--- src/rtl/ubrcs_pkg.sv ---
// Shared types and constants for the sequential block-wise subtractor (ubrcs_sub_seq).
package ubrcs_pkg;

  typedef enum logic [1:0] {
    IDLE = 2'd0,
    CALC = 2'd1,
    NEG  = 2'd2,
    DONE = 2'd3
  } state_t;

  localparam int BLK_W = 4;

  function automatic int nblk(input int y_w);
    return y_w / BLK_W;
  endfunction

endpackage

--- src/rtl/ubrcs_cla4.sv ---
// Purely combinational 4-bit carry look-ahead slice, shared by every block pass.
module ubrcs_cla4 (
  input  logic [3:0] a,
  input  logic [3:0] b,
  input  logic       cin,
  output logic [3:0] s,
  output logic       cout,
  output logic       gblk,
  output logic       pblk
);

  logic [3:0] g;
  logic [3:0] p;
  logic [3:0] c;

  assign g = a & b;
  assign p = a ^ b;

  assign c[0] = cin;
  assign c[1] = g[0] | (p[0] & cin);
  assign c[2] = g[1] | (p[1] & g[0]) | (p[1] & p[0] & cin);
  assign c[3] = g[2] | (p[2] & g[1]) | (p[2] & p[1] & g[0]) | (p[2] & p[1] & p[0] & cin);

  assign gblk = g[3] | (p[3] & g[2]) | (p[3] & p[2] & g[1]) | (p[3] & p[2] & p[1] & g[0]);
  assign pblk = &p;
  assign cout = gblk | (pblk & cin);
  assign s    = p ^ c;

endmodule

--- src/rtl/ubrcs_sub_seq.sv ---
// Sequential subtractor d = y - x, one 4-bit look-ahead block per cycle.
// Define UBRCS_ABS_EN to add the NEG pass that turns a negative result into its magnitude.
module ubrcs_sub_seq
  import ubrcs_pkg::*;
#(
  parameter int X_W = 8,
  parameter int Y_W = 12
) (
  input  logic           clk,
  input  logic           rst,
  input  logic           in_valid,
  output logic           in_ready,
  input  logic [X_W-1:0] x,
  input  logic [Y_W-1:0] y,
  output logic           out_valid,
  input  logic           out_ready,
  output logic [Y_W:0]   d,
  output logic [1:0]     dbg_state
);

  // Handshakes: a transfer happens on a rising edge where valid && ready are both high;
  // valid, once raised, holds its payload stable until that edge.

  localparam int NBLK = nblk(Y_W);
  localparam int KW   = (NBLK > 1) ? $clog2(NBLK) : 1;

  state_t         state;
  logic [Y_W-1:0] xr;
  logic [Y_W-1:0] yr;
  logic [KW-1:0]  k;
  logic           c;

  logic [3:0] a_blk;
  logic [3:0] b_blk;
  logic [3:0] s_blk;
  logic       cout;
  logic       gblk;
  logic       pblk;
  logic       last;

  assign dbg_state = state;
  assign last      = (k == KW'(NBLK - 1));

  // CALC feeds y + ~x; NEG feeds ~d + 0 so the same slice forms the two's complement.
  always_comb begin
    a_blk = yr[k*BLK_W +: BLK_W];
    b_blk = ~xr[k*BLK_W +: BLK_W];
    if (state == NEG) begin
      a_blk = ~d[k*BLK_W +: BLK_W];
      b_blk = '0;
    end
  end

  ubrcs_cla4 u_cla4 (
    .a    (a_blk),
    .b    (b_blk),
    .cin  (c),
    .s    (s_blk),
    .cout (cout),
    .gblk (gblk),
    .pblk (pblk)
  );

  always_ff @(posedge clk or posedge rst) begin
    if (rst) begin
      state     <= IDLE;
      xr        <= '0;
      yr        <= '0;
      d         <= '0;
      k         <= '0;
      c         <= 1'b0;
      out_valid <= 1'b0;
      in_ready  <= 1'b1;
    end else begin
      case (state)
        IDLE: begin
          if (in_valid) begin
            xr       <= Y_W'(x);
            yr       <= y;
            k        <= '0;
            c        <= 1'b1;
            in_ready <= 1'b0;
            state    <= CALC;
          end
        end
        CALC: begin
          d[k*BLK_W +: BLK_W] <= s_blk;
          c <= cout;
          k <= k + 1'b1;
          if (last) begin
            // No carry out of the top block means y < x.
            d[Y_W] <= ~(gblk | (pblk & c));
`ifdef UBRCS_ABS_EN
            if (!cout) begin
              k     <= '0;
              c     <= 1'b1;
              state <= NEG;
            end else begin
              out_valid <= 1'b1;
              state     <= DONE;
            end
`else
            out_valid <= 1'b1;
            state     <= DONE;
`endif
          end
        end
`ifdef UBRCS_ABS_EN
        NEG: begin
          d[k*BLK_W +: BLK_W] <= s_blk;
          c <= cout;
          k <= k + 1'b1;
          if (last) begin
            out_valid <= 1'b1;
            state     <= DONE;
          end
        end
`endif
        DONE: begin
          if (out_ready) begin
            out_valid <= 1'b0;
            in_ready  <= 1'b1;
            state     <= IDLE;
          end
        end
        default: begin
          out_valid <= 1'b0;
          in_ready  <= 1'b1;
          state     <= IDLE;
        end
      endcase
    end
  end

endmodule

--- config.mk ---
export PLATFORM = sky130hd
export DESIGN_NAME = ubrcs_sub_seq
export DESIGN_NICKNAME = d
export VERILOG_FILES = /design/src/rtl/ubrcs_pkg.sv /design/src/rtl/ubrcs_cla4.sv /design/src/rtl/ubrcs_sub_seq.sv
export SDC_FILE = /design/constraint.sdc
export NUM_CORES = 1
export LEC_CHECK = 0
export CELL_PAD_IN_SITES_DETAIL_PLACEMENT = 1
export CELL_PAD_IN_SITES_GLOBAL_PLACEMENT = 2
export CORE_MARGIN = 5
export CORE_UTILIZATION = 36
export DETAILED_ROUTE_END_ITERATION = 8
export PLACE_DENSITY_LB_ADDON = 0.1
export SYNTH_ARGS = -nofsm -noshare
export SYNTH_HDL_FRONTEND = slang
export SYNTH_SLANG_ARGS = --single-unit
export TNS_END_PERCENT = 1
--- constraint.sdc ---
create_clock -name clk -period 5.6 [get_ports clk]
set_input_delay 1.12 -clock clk [delete_from_list [all_inputs] [get_ports clk]]
set_output_delay 1.12 -clock clk [all_outputs]
set_load 0.01 [all_outputs]
==> results.rst, run 1 <==
.. list-table::
   :header-rows: 1

   * - Metric
     - Value
   * - Outcome
     - completed
   * - Maximum fanout along the worst path
     - 23
   * - Crit-path max cell delay
     - 800 ps
   * - Post-Synthesis Net Count
     - roughly 230
   * - Worst voltage drop across the vdd grid
     - around 0.00021 V
   * - Clock slew at reported path FFs
     - roughly 90 ps
   * - Setup tns final
     - 0 ps
   * - Root buffer selected by CTS
     - clkbuf_8
   * - Min cycle time layout
     - just under 3000 ps
   * - Leakage dissipation
     - about 1.2 nW
   * - Site Rows
     - 28
   * - Detailed-routing iteration count for the pre-antenna-repair pass
     - 4
   * - R2R setup slack
     - about 2600 ps
   * - Final cell count without fillers
     - a little over 300
   * - Wire length of the first global-routing pass
     - 8804 um
   * - CTS Hold Buffers Added
     - 0
   * - DP HPWL
     - about 3800 um
   * - Async S/R FF share, synth
     - 100.0%
   * - Hold Crit Class
     - reg -> reg
   * - Fmax
     - between 300 and 400 MHz
   * - Slew at the pin closest to its max-slew limit
     - 1093 ps
   * - Reg-to-reg endpoint
     - d[7]
   * - Critical path cell sequence
     - inv_1 -> mux4_2 -> o21a_1 -> ha_1 -> a211oi_1 -> o21bai_1 -> xor2_1 -> a22o_1
   * - Register-to-Register Path Depth
     - 8
   * - Worst slew margin relative to its limit
     - a little over a quarter
   * - Total of flip-flops plus latches after synthesis
     - 40
   * - Startpoint of the worst setup timing path
     - k[1]
   * - Core region area
     - 0.005886 sq mm
   * - Count of different cell masters after synthesis
     - 41
   * - Number of cells produced by synthesis
     - 189
   * - Die outline width
     - just under 90 um
   * - Clock Path Buffers
     - 2
   * - Net count, final
     - approximately 270
   * - Critical path data required time
     - 5780 ps
   * - Slowest-stage cell, CP
     - dfrtp_1
   * - Die span in y
     - approximately 90 um
   * - Endpoints failing setup
     - 0
   * - Number of global-route vias before repair
     - roughly 1800
   * - Drc violations
     - 0
   * - Final Hold Fails
     - 0
   * - Hold path start
     - yr[2]
   * - Category of the worst setup path capture point
     - flop
   * - Initial antenna violation count
     - 0
   * - RSZ-0062 raised after global routing
     - no
   * - Die footprint
     - around 0.0077 sq mm
   * - Max Transition Viols Final
     - 0
   * - Antenna Violating Nets Remaining
     - 0
   * - Number of placed I/O pins
     - 41
   * - Yosys warning total
     - 0
   * - Initial DRC Count
     - ~60
   * - CP bufs+invs
     - 1
   * - GRT Overall Usage
     - about 15%
   * - Detailed-route via count
     - approximately 1600
   * - Syn Area/Cell
     - 11.45 sq um
   * - Number of clock sinks seen by CTS
     - 40
   * - Remaining global-route overflow
     - 0
   * - Area growth from synthesis to layout
     - 25.14%
   * - Destination of the worst hold path
     - yr[2]
   * - Hold Path Stages
     - 1
   * - Cell Area, Synth
     - about 0.0022 sq mm
   * - Largest net degree at the start of global routing
     - 41
   * - Fillcell total
     - around 650
   * - Inserted Diodes
     - 0
   * - Max_cap viols
     - 0
   * - DRT Wirelength
     - around 5100 um
   * - Areal power density over the cells
     - ~650 mW/mm^2
   * - Post-route clock period utilization
     - a little over half
   * - Post-route clock skew
     - roughly 12 ps
   * - Share of cells above drive strength 1
     - 16.52%
   * - Final weighted congestion of routability-driven global placement
     - 0.7443
   * - Dominant register cell in the synthesized netlist
     - dfrtp_1
   * - Arrival time of the worst setup path
     - between 3000 and 4000 ps
   * - Number of buffers inserted to repair setup after CTS
     - 0
   * - Critical setup path kind
     - reg -> reg
   * - Post-detailed-route wirelength per cell
     - between 15 and 20 um
   * - CTS tree
     - built
   * - CTS H-tree depth
     - 2
   * - Element type at the critical path start
     - flop
   * - Clock insertion delay at the later pin of the skew report
     - approximately 290 ps
   * - Initial Utilization
     - around 37%
   * - Number of buffers created by CTS
     - 5
   * - Share of the yosys chip area belonging to registers
     - 46.30%
   * - Count of input and output buffers
     - 40
   * - Number of flops mapped to enable cells by yosys
     - 0
   * - Total of cells resized after clock tree synthesis
     - 0
   * - Via density
     - between 5 and 6
   * - Family with the most delay on the worst path
     - compound AO/OA/AOI/OAI gates
   * - Launch point of the worst reg-to-reg path
     - k[1]
   * - # placed instances
     - between 200 and 300
## how the worst max path moves through the flow
stage	to	slack, ps	cells after the start
after global routing	d[7]	2330	8
after CTS	d[7]	2580	8
final	d[7]	2630	8
after floorplan	d[11]	3220	8
after global placement	xr[0]	2570	4
after detailed placement	yr[6]	2470	4
## cell type report
cell class	count	area [sq um]	area share, %
flip-flops and latches	40	1002	37.00
clock buffers	6	82.58	3.048
inverters	10	37.54	1.386
multi-input cells	130	1067	39.40
repair buffers	42	415.4	15.33
well taps	75	93.84	3.464
clock inverters	2	10.01	0.3695
## routing by layer
| layer | vias to the layer above | GRT usage, % | share of wire [%] |
|---|---|---|---|
| met5 | - | 0 | 0 |
| met3 | 5 | 3.857 | 3.8 |
| li1 | 751 | - | - |
| met2 | 31 | 26.30 | 52 |
| met4 | 0 | 4.324 | 0.72 |
| met1 | 794 | 17.42 | 43 |
## cell usage after synthesis (2+ instances only)
cell type | number | area, sq um
o22ai_1 | 8 | 50.05
a21oi_1 | 6 | 30.03
o21ai_0 | 6 | 30.03
o21a_1 | 4 | 30.03
nand2_2 | 2 | 12.51
nor2_1 | 6 | 22.52
buf_2 | 4 | 20.02
xnor2_1 | 2 | 17.52
dfrtp_1 | 39 | 975.9
nor3_1 | 2 | 10.01
inv_1 | 10 | 37.54
ha_1 | 11 | 137.6
or3_1 | 2 | 12.51
nand2b_1 | 7 | 43.79
buf_4 | 3 | 22.52
nand2_1 | 15 | 56.30
a22o_1 | 10 | 87.58
mux2i_1 | 10 | 100.1
a211oi_1 | 2 | 15.01
mux2_2 | 19 | 214.0
## metrics by stage
stage	util, %	hold slack [ps]	setup WS [ps]	total power (W)	instance area (sq um)
after floorplan	-	457.9	3221	0.001268	2165
after global placement	44.45	471.1	2569	0.001539	2616
after detailed placement	44.45	497.4	2468	0.001584	2616
after CTS	46.02	515.3	2583	0.001796	2709
after global routing	46.02	533.5	2333	0.001932	2709
final	46.02	510.3	2626	0.001766	2709
## state kept, by name, indices dropped and copies added, names as in the netlist
register	count
out_valid	1
d	13
xr	8
dbg_state	2
c	1
yr	12
k	2
in_ready	1
## logic make-up (layout without fill, tap and decap cells)
logic type	after synthesis	after routing	share of synthesized area, %
AOI/OAI and AO/OA	44	44	14.22
xor gates and xnor gates	3	3	1.214
adders and majority gates	12	12	7.283
buffers and inverters	19	60	4.393
DFF	40	40	46.30
muxes	31	31	16.07
and+or+nand+nor	40	40	10.52
## report_power, final
| group | leakage, nW | internal, W | switching, W | total, W |
|---|---|---|---|---|
| clock | 0.0510 | 0.0000984 | 0.000103 | 0.000201 |
| combinational | 0.619 | 0.000485 | 0.000544 | 0.00103 |
| sequential | 0.494 | 0.000424 | 0.000112 | 0.000536 |
## worst reg2reg max path, stage by stage, from the launching register on
cell and delay [ps]:
dfrtp_1 800, inv_1 230, mux4_2 510, o21a_1 210, ha_1 310, a211oi_1 240
o21bai_1 150, xor2_1 190, a22o_1 230
## layout by cell type (no fill, tap or decap), types with 2 or more instances in the layout
cell type        count
o22ai_1              8
o21a_1               4
inv_1               10
buf_4                2
clkbuf_8             6
nor3_1               2
nor2_1               6
nand2b_1             7
mux2i_1             10
o21ai_0              6
or3_1                2
mux2_2              19
nand2_1             15
xnor2_1              2
a211oi_1             2
a21oi_1              6
a22o_1              10
clkinv_2             2
dfrtp_1             39
nand2_2              2
clkdlybuf4s50_1     40
ha_1                11
(Power assumes the default switching activity.)
==> inputs of run 2 (changes only) <==
- CORE_UTILIZATION: 36 -> 30
- clock period: 5.6 -> 2.67 ns (I/O delays scaled with it)
==> results.rst, run 2 (synthesis gave the netlist of run 1 again) <==
.. list-table::
   :header-rows: 1

   * - Metric
     - Value
   * - Final weighted congestion of routability-driven global placement
     - 0.7594 (+2.0%)
   * - Fillcell total
     - 812 (+25%)
   * - Number of buffers inserted to repair setup after CTS
     - 0 (unchanged)
   * - Initial Utilization
     - 30.33% (-6.4 points)
   * - Cell Int Power
     - 0.002230 W (+120%)
   * - Category of the worst setup path capture point
     - flop
   * - Die outline width
     - 94.94 um (+8.5%)
   * - Antenna Violating Nets Remaining
     - 0 (unchanged)
   * - Max Transition Viols Final
     - 0 (unchanged)
   * - Hold Path Stages
     - 1 (unchanged)
   * - Commonest non-fill, non-tap cells in the layout
     - clkdlybuf4s50_1 (40), dfrtp_1 (39), mux2_2 (19)
   * - Die footprint
     - 0.009014 sq mm (+18%)
   * - Register-to-Register Path Depth
     - 8 (unchanged)
   * - CTS H-tree depth
     - 2 (unchanged)
   * - Core region area
     - 0.007137 sq mm (+21%)
   * - Fraction of power consumed by the clock network
     - 13.3% (+1.9 points)
   * - Launch point of the worst reg-to-reg path
     - k[1]
   * - Critical path data required time
     - 2860 ps (-2920 ps)
   * - Post-route clock skew
     - 5.568 ps (-6.030 ps)
   * - Reg with most FFs
     - d
   * - Min cycle time layout
     - 2499 ps (-475.2 ps)
   * - Total of cells resized after clock tree synthesis
     - 0 (unchanged)
   * - Arrival time of the worst setup path
     - 2690 ps (-460 ps)
   * - Detailed-route via count
     - 1610 (+1.8%)
   * - Leakage dissipation
     - 1.201 nW (+3.2%)
   * - Areal power density over the cells
     - 1381 mW/mm^2 (+110%)
   * - Inserted Diodes
     - 0 (unchanged)
   * - Clock insertion delay at the later pin of the skew report
     - 300 ps (about the same)
   * - Share of cells above drive strength 1
     - 18.99% (+2.5 points)
   * - Number of placed I/O pins
     - 41 (unchanged)
   * - CTS Hold Buffers Added
     - 0 (unchanged)
   * - Wire length of the first global-routing pass
     - 9197 um (+4.5%)
   * - Net count, final
     - 272 (+2.6%)
   * - Switching part of the total
     - 42.52% (-0.43 points)
   * - Initial DRC Count
     - 49 (-17%)
   * - Sequential share of power
     - 28.3% (-2.0 points)
   * - Drc violations
     - 0 (unchanged)
   * - Clock Path Buffers
     - 2 (unchanged)
   * - Final Total Pwr
     - 0.003880 W (+120%)
   * - GRT Overall Usage
     - 13.31% (-1.5 points)
   * - Max_cap viols
     - 0 (unchanged)
   * - Fmax
     - 400.2 MHz (+19%)
   * - Number of global-route vias before repair
     - 1850 (+2.6%)
   * - Detailed-routing iteration count for the pre-antenna-repair pass
     - 4 (unchanged)
   * - Logic gate share of total power
     - 58.4% (about the same)
   * - Count of input and output buffers
     - 40 (unchanged)
   * - Slowest-stage cell, CP
     - mux4_2
   * - Most frequent standard cell in the layout excluding fill and tap cells
     - clkdlybuf4s50_1
   * - Clock slew at reported path FFs
     - 90 ps (about the same)
   * - Slew at the pin closest to its max-slew limit
     - 529.2 ps (-563.6 ps)
   * - Post-detailed-route wirelength per cell
     - 16.54 um (-1.2%)
   * - Final Hold Fails
     - 0 (unchanged)
   * - Post-route clock period utilization
     - 93.60% (+40 points)
   * - Hold path start
     - yr[7]
   * - Flip-flop count of the largest register after layout
     - 13 (unchanged)
   * - Crit-path max cell delay
     - 540 ps (-260 ps)
   * - Worst voltage drop across the vdd grid
     - 0.0004242 V (+99%)
   * - Maximum fanout along the worst path
     - 4 (-83%)
   * - Root buffer selected by CTS
     - clkbuf_8
   * - Setup tns final
     - 0 ps (unchanged)
   * - Final cell area excluding filler cells
     - 0.002810 sq mm (+3.7%)
   * - R2R setup slack
     - 170 ps (-2450 ps)
   * - Regs by FF count
     - d (13), yr (12), xr (8)
   * - DRT Wirelength
     - 5556 um (+8.8%)
   * - DP HPWL
     - 4178 um (+8.7%)
   * - Number of clock sinks seen by CTS
     - 40 (unchanged)
   * - Largest net degree at the start of global routing
     - 41 (unchanged)
   * - Element type at the critical path start
     - flop
   * - Area growth from synthesis to layout
     - 29.83%
   * - Number of buffers created by CTS
     - 5 (unchanged)
   * - Reg-to-reg endpoint
     - d[7]
   * - RSZ-0062 raised after global routing
     - no
   * - Critical path cell sequence
     - inv_1 -> mux4_2 -> o21a_1 -> ha_1 -> a211oi_1 -> o21bai_1 -> xor2_1 -> a22o_1
   * - Site Rows
     - 31 (+11%)
   * - Outcome
     - completed
   * - Destination of the worst hold path
     - yr[7]
   * - Via density
     - 4.792 (-7.6%)
   * - Hold Crit Class
     - reg -> reg
   * - Endpoints failing setup
     - 0 (unchanged)
   * - Worst slew margin relative to its limit
     - 64.72% (+38 points)
   * - Initial antenna violation count
     - 0 (unchanged)
   * - Remaining global-route overflow
     - 0 (unchanged)
   * - Switch Pwr
     - 0.001650 W (+120%)
   * - CTS tree
     - built
   * - Post-place instance area
     - 0.002699 sq mm (+3.2%)
   * - Die span in y
     - 94.94 um (+8.5%)
   * - Critical setup path kind
     - reg -> reg
-- run 2: cell types whose count changed in the layout (fill, tap and decap cells not counted) --
cell        previous run  this run
clkinvlp_4             0         1
bufinv_16              0         1
clkinv_2               2         1
buf_4                  2         9
clkbuf_8               6         5
-- run 2: critical path, delay by kind of cell, from the launching register on --
family	cells	cell delay (ps)
XOR/XNOR	1	200
buffers and inverters	1	140
multiplexers	1	540
adder cells (fa/ha/maj)	1	310
AO/OA/AOI/OAI	4	810
flip-flops	1	390
-- run 2: worst max-delay path by stage --
stage	start	endpoint	slack, ps	cells past startpoint
2_1_floorplan	k[1]	d[11]	290	8
3_3_place_gp	dbg_state[0]	d[12]	180	8
3_5_place_dp	k[1]	d[7]	180	8
4_1_cts	k[1]	d[7]	150	8
5_1_grt	k[1]	d[3]	30	8
6_report	k[1]	d[7]	170	8
-- run 2: power groups by stage --
stage	combinational (W)	clock (W)	sequential, W
detailed placement	0.00228	0	0.00112
global route	0.00253	0.000547	0.00114
global placement	0.00222	0	0.00110
finish	0.00227	0.000515	0.00110
floorplan	0.00158	0	0.00108
CTS	0.00231	0.000522	0.00111
-- run 2: area by class of cell --
type | count | area [sq um] | share of cell area [%]
clock inverter | 3 | 42.54 | 1.514
multi-input combinational | 130 | 1067 | 37.98
sequential | 40 | 1002 | 35.66
tap | 99 | 123.9 | 4.408
timing repair buffer | 49 | 467.9 | 16.65
clock buffer | 5 | 68.82 | 2.449
inverter | 10 | 37.54 | 1.336
-- run 2: stage by stage --
stage | std cells | utilization [%] | hold slack (ps) | setup WS (ps)
after global routing | 336 | 39.38 | 542.4 | 31.31
after global placement | 328 | 37.82 | 484.7 | 184.0
final | 336 | 39.38 | 504.0 | 171.0
after detailed placement | 328 | 37.82 | 494.3 | 177.7
after CTS | 336 | 39.38 | 516.0 | 153.6
after floorplan | 189 | - | 457.9 | 290.9
-- run 2: metal layers --
layer	vias to the layer above	global-route usage, %	share of wire, %	wire (um)
met2	34	23.14	50	2769
met3	11	2.470	3.6	199
met5	-	0	0	0
met4	0	4.688	2.2	120
li1	769	-	-	-
met1	796	16.42	44	2466
==> inputs of run 3 (changes only) <==
- CTS_BUF_LIST: unset -> sky130_fd_sc_hd__clkbuf_16
- TNS_END_PERCENT: 1 -> unset
==> results.rst, run 3 (synthesis gave the netlist of run 1 again) <==
.. list-table::
   :header-rows: 1

   * - Metric
     - Value
   * - Final Hold Fails
     - 0 (unchanged)
   * - Share of cells above drive strength 1
     - 18.99% (unchanged)
   * - Number of placed I/O pins
     - 41 (unchanged)
   * - Pre-CTS WS
     - 177.7 ps (unchanged)
   * - Largest net degree at the start of global routing
     - 41 (unchanged)
   * - GRT Overall Usage
     - 13.40% (+0.094 points)
   * - Critical setup path kind
     - reg -> reg
   * - Launch point of the worst reg-to-reg path
     - dbg_state[0]
   * - Fillcell total
     - 808 (-0.49%)
   * - Commonest non-fill, non-tap cells in the layout
     - clkdlybuf4s50_1 (40), dfrtp_1 (39), mux2_2 (19)
   * - Wire length of the first global-routing pass
     - 9204 um (about the same)
   * - Register-to-Register Path Depth
     - 8 (unchanged)
   * - Die outline width
     - 94.94 um (unchanged)
   * - Slowest-stage cell, CP
     - fa_1
   * - Number of buffers inserted to repair setup after CTS
     - 0 (unchanged)
   * - Startpoint of the worst setup timing path
     - dbg_state[0]
   * - Hold path start
     - yr[7]
   * - Initial DRC Count
     - 54 (+10%)
   * - Site Rows
     - 31 (unchanged)
   * - Leakage dissipation
     - 1.227 nW (+2.1%)
   * - Flip-flop count of the largest register after layout
     - 13 (unchanged)
   * - CTS Hold Buffers Added
     - 0 (unchanged)
   * - Via density
     - 4.807 (+0.31%)
   * - Endpoints failing setup
     - 0 (unchanged)
   * - Initial antenna violation count
     - 0 (unchanged)
   * - Reg with most FFs
     - d
   * - Number of global-route vias before repair
     - 1831 (-1.0%)
   * - Setup tns final
     - 0 ps (unchanged)
   * - RSZ-0062 raised after global routing
     - no
   * - Area growth from synthesis to layout
     - 32.43%
   * - Clock slew at reported path FFs
     - 60 ps (-30 ps)
   * - CTS tree
     - built
   * - Hold slack
     - 497.1 ps (-6.930 ps)
   * - Detailed-route via count
     - 1615 (+0.31%)
   * - Hold Path Stages
     - 1 (unchanged)
   * - Gr busiest metal
     - met2
   * - Maximum fanout along the worst path
     - 11 (+7)
   * - Clock insertion delay at the later pin of the skew report
     - 280 ps (-20 ps)
   * - Min cycle time layout
     - 2504 ps (+4.514 ps)
   * - Drc violations
     - 0 (unchanged)
   * - DRT Wirelength
     - 5440 um (-2.1%)
   * - Number of clock sinks seen by CTS
     - 40 (unchanged)
   * - Detailed-routing iteration count for the pre-antenna-repair pass
     - 4 (unchanged)
   * - Post-route clock skew
     - 4.085 ps (-1.483 ps)
   * - Number of buffers created by CTS
     - 5 (unchanged)
   * - Worst slew margin relative to its limit
     - 65.47% (+0.75 points)
   * - Levels on crit path
     - 8 (unchanged)
   * - Fmax
     - 399.4 MHz (-0.18%)
   * - Post-Route Utilization
     - 40.16% (+0.79 points)
   * - Crit path setup slack, layout
     - 166.5 ps (-4.514 ps)
   * - Max Transition Viols Final
     - 0 (unchanged)
   * - Category of the worst setup path capture point
     - flop
   * - Max_cap viols
     - 0 (unchanged)
   * - Hold Crit Class
     - reg -> reg
   * - Final weighted congestion of routability-driven global placement
     - 0.7594 (unchanged)
   * - Antenna Violating Nets Remaining
     - 0 (unchanged)
   * - Area of the multi-input gates
     - 0.001067 sq mm (unchanged)
   * - Inserted Diodes
     - 0 (unchanged)
   * - Slew at the pin closest to its max-slew limit
     - 517.9 ps (-11.30 ps)
   * - Outcome
     - completed
   * - Areal power density over the cells
     - 1411 mW/mm^2 (+2.2%)
   * - Core region area
     - 0.007137 sq mm (unchanged)
   * - Die footprint
     - 0.009014 sq mm (unchanged)
   * - CP bufs+invs
     - 1 (unchanged)
   * - GR Util met2
     - 23.19% (+0.059 points)
   * - Most frequent standard cell in the layout excluding fill and tap cells
     - clkdlybuf4s50_1
   * - Met3 Use GR
     - 3.187% (+0.72 points)
   * - Arrival time of the worst setup path
     - 2720 ps (+30 ps)
   * - Grt met1 use
     - 15.95% (-0.47 points)
   * - Clock Path Buffers
     - 2 (unchanged)
   * - Element type at the critical path start
     - flop
   * - R2R setup slack
     - 170 ps (about the same)
   * - Family with the most delay on the worst path
     - compound AO/OA/AOI/OAI gates
   * - Root buffer selected by CTS
     - clkbuf_16
   * - Post-detailed-route wirelength per cell
     - 16.19 um (-2.1%)
   * - Storage cell area
     - 0.001002 sq mm (unchanged)
   * - Worst voltage drop across the vdd grid
     - 0.0004069 V (-4.1%)
   * - Remaining global-route overflow
     - 0 (unchanged)
   * - Critical path cell sequence
     - nand2b_1 -> buf_4 -> o221ai_1 -> o21ai_1 -> fa_1 -> or3_1 -> a21oi_1 -> o32a_1
   * - Total of cells resized after clock tree synthesis
     - 0 (unchanged)
   * - Critical path data required time
     - 2890 ps (+30 ps)
   * - Count of input and output buffers
     - 40 (unchanged)
   * - Post-route clock period utilization
     - 93.77% (+0.17 points)
   * - CTS H-tree depth
     - 2 (unchanged)
   * - Net count, final
     - 272 (unchanged)
   * - Initial Utilization
     - 30.33% (unchanged)
   * - DP HPWL
     - 4178 um (unchanged)
   * - Regs by FF count
     - d (13), yr (12), xr (8)
   * - Crit-path max cell delay
     - 500 ps (-40 ps)
   * - Die span in y
     - 94.94 um (unchanged)
## run 3: worst paths after layout
kind                                  to
worst max-delay path               d[12]
worst min-delay path               yr[7]
worst max register to register     d[12]
worst min register to register     yr[7]
max in group asynchronous       in_ready
min in group asynchronous          yr[5]
## run 3: report_power, final
group          internal [W]  switching, W  total [W]
Clock              0.000439      0.000246   0.000685
Sequential         0.000890      0.000209    0.00110
Combinational       0.00106       0.00120    0.00226
## run 3: through the flow
| stage | power, W | cell area [sq um] | std cells |
|---|---|---|---|
| final | 0.004044 | 2867 | 336 |
| after detailed placement | 0.003401 | 2699 | 328 |
| after floorplan | 0.002660 | 2165 | 189 |
| after CTS | 0.004112 | 2867 | 336 |
| after global placement | 0.003319 | 2699 | 328 |
| after global routing | 0.004402 | 2867 | 336 |
## run 3: layout make-up
cell class,instances,share of cell area [%]
Inverter,10,1.309
Tap cell,99,4.321
Sequential cell,40,34.96
Multi-Input combinational cell,130,37.23
Clock inverter,3,1.484
Timing Repair Buffer,49,16.32
Clock buffer,5,4.365
## run 3: per-layer routing
metal	part of all wire, %	vias to the layer above
li1	-	771
met4	2.7	0
met1	44	795
met5	0	-
met2	49	37
met3	3.9	12
